File: config.mk
export PLATFORM = sky130hd
export DESIGN_NAME = seg7_scan_ctrl_flat
export DESIGN_NICKNAME = d
export VERILOG_FILES = /design/src/rtl/seg7_scan_ctrl_if.sv /design/src/rtl/seg7_scan_ctrl.sv /design/src/flat_wrapper.sv
export SDC_FILE = /design/constraint.sdc
export NUM_CORES = 1
export LEC_CHECK = 0
export ABC_AREA = 0
export BUFFER_PORTS_ARGS = -buffer_cell sky130_fd_sc_hd__buf_4
export CORE_ASPECT_RATIO = 0.5
export CORE_MARGIN = 8
export CORE_UTILIZATION = 63
export CTS_CLUSTER_SIZE = 12
export DETAILED_ROUTE_END_ITERATION = 6
export GPL_ROUTABILITY_DRIVEN = 0
export GPL_TIMING_DRIVEN = 0
export MAX_ROUTING_LAYER = met4
export PLACE_DENSITY = 0.84
export SLEW_MARGIN = 20
export SYNTH_ARGS = -nofsm -noshare
export SYNTH_HDL_FRONTEND = slang
export SYNTH_SLANG_ARGS = --single-unit
File: constraint.sdc
create_clock -name clk -period 7.6 [get_ports clk]
set_clock_uncertainty 0.15 [all_clocks]
set_input_delay 1.52 -clock clk [delete_from_list [all_inputs] [get_ports clk]]
set_output_delay 1.52 -clock clk [all_outputs]
set_load 0.01 [all_outputs]
File: src/rtl/seg7_scan_ctrl_if.sv
// rtl/seg7_scan_ctrl_if.sv - value handshake bundle for the 7-segment scan controller
interface seg7_scan_ctrl_if;
    logic [15:0] data_in;
    logic        data_valid;
    logic        data_ready;

    modport master (output data_in, output data_valid, input data_ready);
    modport slave  (input data_in, input data_valid, output data_ready);
endinterface

File: src/rtl/seg7_scan_ctrl.sv
// rtl/seg7_scan_ctrl.sv - 4-digit 7-segment scan controller with frame-aligned value updates
// Optional: SEG7_LEADING_ZERO_BLANK_EN blanks leading zero digits (digit 1 always shown).
module seg7_scan_ctrl #(
    parameter int CLK_DIV      = 50000,
    parameter int GUARD_CYCLES = 2
) (
    input  logic              clk,
    input  logic              rst,
    input  logic              en,
    seg7_scan_ctrl_if.slave   dbus,
    output logic [6:0]        seg,
    output logic              led1,
    output logic              led2,
    output logic              led3,
    output logic              led4,
    output logic              frame_done
);

    localparam int CMAX = (CLK_DIV > GUARD_CYCLES) ? CLK_DIV : GUARD_CYCLES;
    localparam int CW   = (CMAX > 1) ? $clog2(CMAX) : 1;
    localparam logic [CW-1:0] DRIVE_LAST = CW'(CLK_DIV - 1);
    localparam logic [CW-1:0] GUARD_LAST = CW'((GUARD_CYCLES > 0) ? GUARD_CYCLES - 1 : 0);

    typedef enum logic {DRIVE, GUARD} state_t;

    state_t          state_q, state_n;
    logic [1:0]      digit_q, digit_n;
    logic [CW-1:0]   cnt_q, cnt_n;
    logic            act_q, act_n;
    logic [15:0]     shadow_q, shadow_n;
    logic [15:0]     pend_q;
    logic            full_q;
    logic            commit;
    logic            fd_n;
    logic            blank_n;
    logic            show_n;
    logic [15:0]     shifted;
    logic [6:0]      seg_n;
    logic [3:0]      leds_n;

    function automatic logic [6:0] decode(input logic [3:0] n);
        case (n)
            4'h0: decode = 7'b1000000;
            4'h1: decode = 7'b1111001;
            4'h2: decode = 7'b0100100;
            4'h3: decode = 7'b0110000;
            4'h4: decode = 7'b0011001;
            4'h5: decode = 7'b0010010;
            4'h6: decode = 7'b0000010;
            4'h7: decode = 7'b1111000;
            4'h8: decode = 7'b0000000;
            4'h9: decode = 7'b0010000;
            4'hA: decode = 7'b0001000;
            4'hB: decode = 7'b0000011;
            4'hC: decode = 7'b1000110;
            4'hD: decode = 7'b0100001;
            4'hE: decode = 7'b0000110;
            default: decode = 7'b0001110;
        endcase
    endfunction

    assign dbus.data_ready = !full_q;

    // State registers describe the cycle currently on the display; act_q is low
    // after reset or while disabled so the first enabled edge starts digit 1 at count 0.
    always_comb begin
        state_n = state_q;
        digit_n = digit_q;
        cnt_n   = cnt_q;
        act_n   = act_q;
        fd_n    = 1'b0;
        if (!en) begin
            act_n   = 1'b0;
            state_n = DRIVE;
            digit_n = 2'd0;
            cnt_n   = '0;
        end else if (!act_q) begin
            act_n   = 1'b1;
            state_n = DRIVE;
            digit_n = 2'd0;
            cnt_n   = '0;
        end else begin
            case (state_q)
                DRIVE: begin
                    if (cnt_q == DRIVE_LAST) begin
                        cnt_n = '0;
                        if (GUARD_CYCLES > 0) state_n = GUARD;
                        else                  digit_n = digit_q + 2'd1;
                    end else begin
                        cnt_n = cnt_q + 1'b1;
                    end
                end
                default: begin
                    if (cnt_q == GUARD_LAST) begin
                        cnt_n   = '0;
                        state_n = DRIVE;
                        digit_n = digit_q + 2'd1;
                    end else begin
                        cnt_n = cnt_q + 1'b1;
                    end
                end
            endcase
        end
        if (act_n && digit_n == 2'd3) begin
            if (GUARD_CYCLES > 0) fd_n = (state_n == GUARD) && (cnt_n == GUARD_LAST);
            else                  fd_n = (state_n == DRIVE) && (cnt_n == DRIVE_LAST);
        end
    end

    // Commit at the edge closing the frame_done cycle so digit 1 of the next frame
    // already shows the new value; while disabled the pending value goes straight in.
    always_comb begin
        commit   = full_q && (frame_done || !en);
        shadow_n = commit ? pend_q : shadow_q;
        shifted  = shadow_n >> {digit_n, 2'b00};
`ifdef SEG7_LEADING_ZERO_BLANK_EN
        case (digit_n)
            2'd1:    blank_n = (shadow_n[15:4] == 12'h000);
            2'd2:    blank_n = (shadow_n[15:8] == 8'h00);
            2'd3:    blank_n = (shadow_n[15:12] == 4'h0);
            default: blank_n = 1'b0;
        endcase
`else
        blank_n = 1'b0;
`endif
        show_n = act_n && (state_n == DRIVE) && !blank_n;
        seg_n  = show_n ? decode(shifted[3:0]) : 7'b1111111;
        leds_n = show_n ? (4'b0001 << digit_n) : 4'b0000;
    end

    always_ff @(posedge clk) begin
        if (rst) begin
            state_q    <= DRIVE;
            digit_q    <= 2'd0;
            cnt_q      <= '0;
            act_q      <= 1'b0;
            shadow_q   <= 16'h0000;
            pend_q     <= 16'h0000;
            full_q     <= 1'b0;
            seg        <= 7'b1111111;
            led1       <= 1'b0;
            led2       <= 1'b0;
            led3       <= 1'b0;
            led4       <= 1'b0;
            frame_done <= 1'b0;
        end else begin
            state_q    <= state_n;
            digit_q    <= digit_n;
            cnt_q      <= cnt_n;
            act_q      <= act_n;
            shadow_q   <= shadow_n;
            seg        <= seg_n;
            led1       <= leds_n[0];
            led2       <= leds_n[1];
            led3       <= leds_n[2];
            led4       <= leds_n[3];
            frame_done <= fd_n;
            if (commit) full_q <= 1'b0;
            if (dbus.data_valid && !full_q) begin
                pend_q <= dbus.data_in;
                full_q <= 1'b1;
            end
        end
    end

endmodule

File: src/flat_wrapper.sv
// flat-port wrapper written by rule: the top's interface ports become plain ports
module seg7_scan_ctrl_flat 
#(
    parameter int CLK_DIV      = 50000,
    parameter int GUARD_CYCLES = 2
)
  (clk, rst, en, seg, led1, led2, led3, led4, frame_done, dbus_data_in, dbus_data_valid, dbus_data_ready);
  seg7_scan_ctrl_if dbus_i ();
  input  logic clk;
  input  logic rst;
  input  logic en;
  output logic [6:0] seg;
  output logic led1;
  output logic led2;
  output logic led3;
  output logic led4;
  output logic frame_done;
  input wire logic [$bits(dbus_i.data_in)-1:0] dbus_data_in;
  input wire logic [$bits(dbus_i.data_valid)-1:0] dbus_data_valid;
  output wire logic [$bits(dbus_i.data_ready)-1:0] dbus_data_ready;
  assign dbus_i.data_in = dbus_data_in;
  assign dbus_i.data_valid = dbus_data_valid;
  assign dbus_data_ready = dbus_i.data_ready;
  seg7_scan_ctrl #(.CLK_DIV(CLK_DIV), .GUARD_CYCLES(GUARD_CYCLES)) u_core (.clk(clk), .rst(rst), .en(en), .dbus(dbus_i), .seg(seg), .led1(led1), .led2(led2), .led3(led3), .led4(led4), .frame_done(frame_done));
endmodule
* Yosys cells after proc, flatten, opt, wreduce, memory -nomap -nowiden *
Memory sizes are Yosys's and may differ from the RTL's. A register that Yosys moved wholly into a read port is not among the register bits.
Index checks and enable logic that the tools add are counted.

cells by class
  equality and inequality tests = 4
  bitwise gates (word level) = 3
  shifts and indexed selects = 2
  reduce and logical (&&, ||, !) cells = 11
  add/sub/neg operators = 2
  multiplexer cells = 18

operator list
  kind                     number
  $mux W16                 6
  $eq A16 B1 Y1 const B    2
  $add A16 B1 Y16 const B  1
  $eq A16 B16 Y1 const B   1
  $shr A16 B4 Y4           1
  $mux W1                  8
  $mux W2                  4
  $logic_and A1 B1 Y1      5
  $reduce_or A2 Y1         2
  $shl A1 B2 Y4 const A    1
  $not A1 Y1               3
  $add A2 B1 Y2 const B    1
  $eq A2 B2 Y1 const B     1
  $logic_not A1 Y1         2
  $reduce_bool A2 Y1       1
  $logic_or A1 B1 Y1       1

word-level totals
  memories kept = 1
  register bits = 58
  logic and storage cells = 53
  bits in read-only memories = 112

memories
  memory           depth  width  read ports  clocked after Yosys merged registers in  write ports  RTL line              source
  (no name shown)  16     7      1           1                                        0            seg7_scan_ctrl.sv:42  case (n)

* Depth between registers and ports, before layout *
  depth after elaboration = 9
  depth in mapped cells = 15
  gate-level depth less buffers = 14

* Worst setup path before layout *
No wires, ideal clock.

  kind = input to register
  from = in en
  to = reg u_core.seg[3]
  arrival time = 3,795 ps
  cell stages on the path = 12
  path buffers = 1
  setup slack = 3,511 ps
  cells stage by stage = nand2b_1 nand2_1 buf_1 mux2_2 nand4_1 nand3_1 a221o_1 ha_1 a21oi_1 a21oi_1 nor4b_1 a31oi_1

between the ends
  word-level cells in the longest chain between the ends = 5

ends and longest elaborated chain
  item                                                       RTL line                                      source
  start: declaration                                         flat_wrapper.sv:11                            input logic en;
  $logic_not A1 Y1 / $mux W1 (equally long branches)         -
  $logic_or A1 B1 Y1 / $not A1 Y1 (equally long branches)    -
  $logic_and A1 B1 Y1, on equally long branches              seg7_scan_ctrl.sv:113, seg7_scan_ctrl.sv:126
  $mux W16 / $not A1 Y1 (equally long branches)              -
  $shr A16 B4 Y4 / $reduce_or A2 Y1 (equally long branches)  -
  end: declaration                                           seg7_scan_ctrl.sv:11                          output logic [6:0] seg,

Parallel ways exist; a longest one is shown, timed or not.
A chain may end at the register's enable or synchronous reset.

* Worst setup path after layout *
  from = in en
  to = reg u_core.seg[0]

The elaborated chain is that of the path after synthesis.

==> metrics.md <==
| Metric | Value |
|---|---|
| Clock root cell | clkbuf_8 |
| Data arrival, critical path | 4.43 ns |
| Area growth from synthesis to layout | 17.8% |
| Total grt overflow | 0 |
| First DRT Iteration DRCs | 247 |
| Leakage | 1.49 nW |
| Grt met2 use | 37.5% |
| Pwr dens | 210 nW/µm² |
| TritonCTS Buffers | 9 |
| Count of cell types in the netlist | 54 |
| Core ar. | 4950 µm² |
| Final Util | 77.2% |
| Number of synthesized register bits | 65 |
| First-pass GRT wire length | 13.7 mm |
| Post-CTS Hold Fix Bufs | 0 |
| Mapped Nets | 416 |
| Drt first pass iters | 5 |
| Most frequent cells in the layout | 65 x dfxtp_1, 51 x nand2_1, 42 x nor2_1, 31 x buf_4, 25 x a21oi_1 |
| CP Cell Sequence | buf_4, nand2b_1, clkbuf_1, nand3_1, a2111oi_0, a221oi_1, o211ai_1, buf_2, nor4b_1, o31ai_1 |
| Die W | 118 µm |
| Synth Area per Inst | 8.35 µm² |
| Post_cts resized | 0 |
| Status | completed |
| Average routed wire per standard cell | 16.2 µm |
| Crit Path Category | primary input to flop |
| Post-Syn Area | 3250 µm² |
| Ys Warns | 0 |
| Minimum clock period | 4.38 ns |
| Finish-stage setup viols | 0 |
| M3 GR Usage | 7.76% |
| Sum Neg Setup Slack | 0 ns |
| Initial Util | 65.6% |
| Vias | 3072 |
| Port Buffers | 31 |
| Worst slew margin | 50.2% |
| Maximum root-to-sink buffer count | 2 |
| Die area | 7850 µm² |
| Final hold violation count | 0 |
| GRT Max-Usage Layer | met2 |
| Cell family with most CP delay | compound AO/OA/AOI/OAI gates |
| IO Pins | 33 |
| Async SR Flop Fraction | 0% |
| H-tree Lvls | 3 |
| Sequential area share after synthesis | 40.0% |
| WP buf/inv | 3 |
| Antenna violations before repair | 0 |
| Syn Inst Count | 389 |
| DRT antenna net count | 0 |
| CP endpoint kind | flop |
| Slew @ Worst Pin | 0.728 ns |
| Number of synthesized flops with an enable pin | 0 |
| Max cap viols | 0 |
| Max stage delay cell, worst path | a2111oi_0 |
| RSZ-0062 raised after global routing | false |
| Flop-to-flop setup slack | 4.08 ns |
| Core Rows | 18 |
| GR Util met1 | 24.3% |
| Nets@finish | 458 |
| Fmax | 0.228 GHz |
| Drt drc | 0 |
| CTS tree | built |
| Setup crit start kind | primary input |
| Die Span Y | 66.8 µm |
| Overall Global Routing Usage | 22.3% |
| Main synth FF type | dfxtp_1 |
| Worst path max stage delay | 0.69 ns |
| Vias in the first global route | 2914 |
| Hold Path Class | flop to flop |
| Layout cell share with drive strength beyond 1 | 14.4% |
| Routed vias/inst | 6.07 |
| Peak supply drop | 142 µV |
| DP HPWL | 5.95 mm |
| Final Max Slew Viols | 0 |
| Fin crit share | 57.6% |
| Largest net degree at the start of global routing | 12 |
| Commonest non-fill, non-tap cell in the layout | dfxtp_1 |
| DRT Wirelength | 8.20 mm |
| Data required time at the worst endpoint | 7.65 ns |
| Diode count | 0 |
| CP Max Fanout | 10 |
| TritonCTS Sinks | 65 |
| Clk_lat worst skew | 0.35 ns |
| Worst-path clk slew | 0.07 ns |
| Post-CTS Setup Bufs | 0 |
## Yosys cell counts (all sizes together), types with 2 or more instances
cell	n	area, µm²
dfxtp	65	1300
nand2	51	191
nor2	42	158
a21oi	25	125
nand3	21	115
clkbuf	20	75.1
and3	17	106
mux2i	11	110
xnor2	11	96.3
inv	10	37.5
o21ai	10	50.1
buf	7	46.3
ha	7	87.6
nor3	7	40.0
nor4	7	58.8
o21a	6	45.0
xor2	6	52.6
nor2b	5	31.3
o211ai	5	42.5
or3	5	41.3
a21boi	4	30.0
a221o	4	40.0
a31oi	4	25.0
and2	4	25.0
nand4	4	25.0
o2111ai	3	26.3
o311ai	3	26.3
o31ai	3	22.5
a2111oi	2	17.5
a211oi	2	15.0
mux4	2	45.0
nand3b	2	15.0
nor4b	2	17.5
o221ai	2	17.5
## layout make-up
type | instances | area, µm²
Multi-Input combinational cell | 287 | 1790
Sequential cell | 65 | 1300
Fill cell | 364 | 1130
Timing Repair Buffer | 31 | 233
Clock inverter | 6 | 130
Clock buffer | 10 | 128
Buffer | 27 | 121
Tap cell | 70 | 87.6
Inverter | 10 | 37.5
## per-stage QoR
stage          total power [W]  hold WS [ns]  std cells  setup WS, ns  area, µm²
6_report              0.000804         0.304        506          3.22       3830
5_1_grt               0.000830         0.336        506          2.98       3830
4_1_cts               0.000805         0.307        506          3.27       3830
3_5_place_dp          0.000426         0.297        490          2.92       3570
3_3_place_gp          0.000422         0.291        490          3.06       3570
2_1_floorplan         0.000401         0.282        389          3.51       3250
## flip-flops by register name, indices dropped and copies added (netlist names)
name               count
u_core.cnt_q          16
u_core.pend_q         16
u_core.shadow_q       16
u_core.seg             7
u_core.digit_q         2
u_core.act_q           1
u_core.frame_done      1
u_core.full_q          1
u_core.led1            1
u_core.led2            1
u_core.led3            1
u_core.led4            1
u_core.state_q         1
## worst paths after layout
path | cells past startpoint | end | start
max | 10 | u_core.seg[0] | en
min | 2 | u_core.shadow_q[15] | u_core.shadow_q[15]
max reg2reg | 13 | u_core.seg[3] | u_core.act_q
min reg2reg | 2 | u_core.shadow_q[15] | u_core.shadow_q[15]
## layer usage
metal | vias to the layer above | part of all wire, %
li1 | 1461 | -
met1 | 1448 | 42
met2 | 141 | 46
met3 | 22 | 9.1
met4 | 0 | 2.1
met5 | - | 0
## report_power, final
part | switching, W | internal (W)
clock | 0.000134 | 0.000250
combinational | 0.0000383 | 0.0000263
sequential | 0.00000500 | 0.000351
total | 0.000177 | 0.000627
## cells by family (layout without fill, tap and decap cells)
family	after synthesis	after routing	share of synthesized area (%)
AOI/OAI and AO/OA	78	78	16.2
xor gates and xnor gates	17	17	4.58
adders and majority gates	8	8	3.00
buffers and inverters	37	84	4.89
DFF	65	65	40.0
muxes	14	14	5.12
and+or+nand+nor	170	170	26.1
## tightest hold or removal path, cell delays in order, from the launching register on
cell     delay, ns
dfxtp_1       0.31
nand2_1       0.05
a21oi_1       0.05
Power figures use the tool's default switching activity.
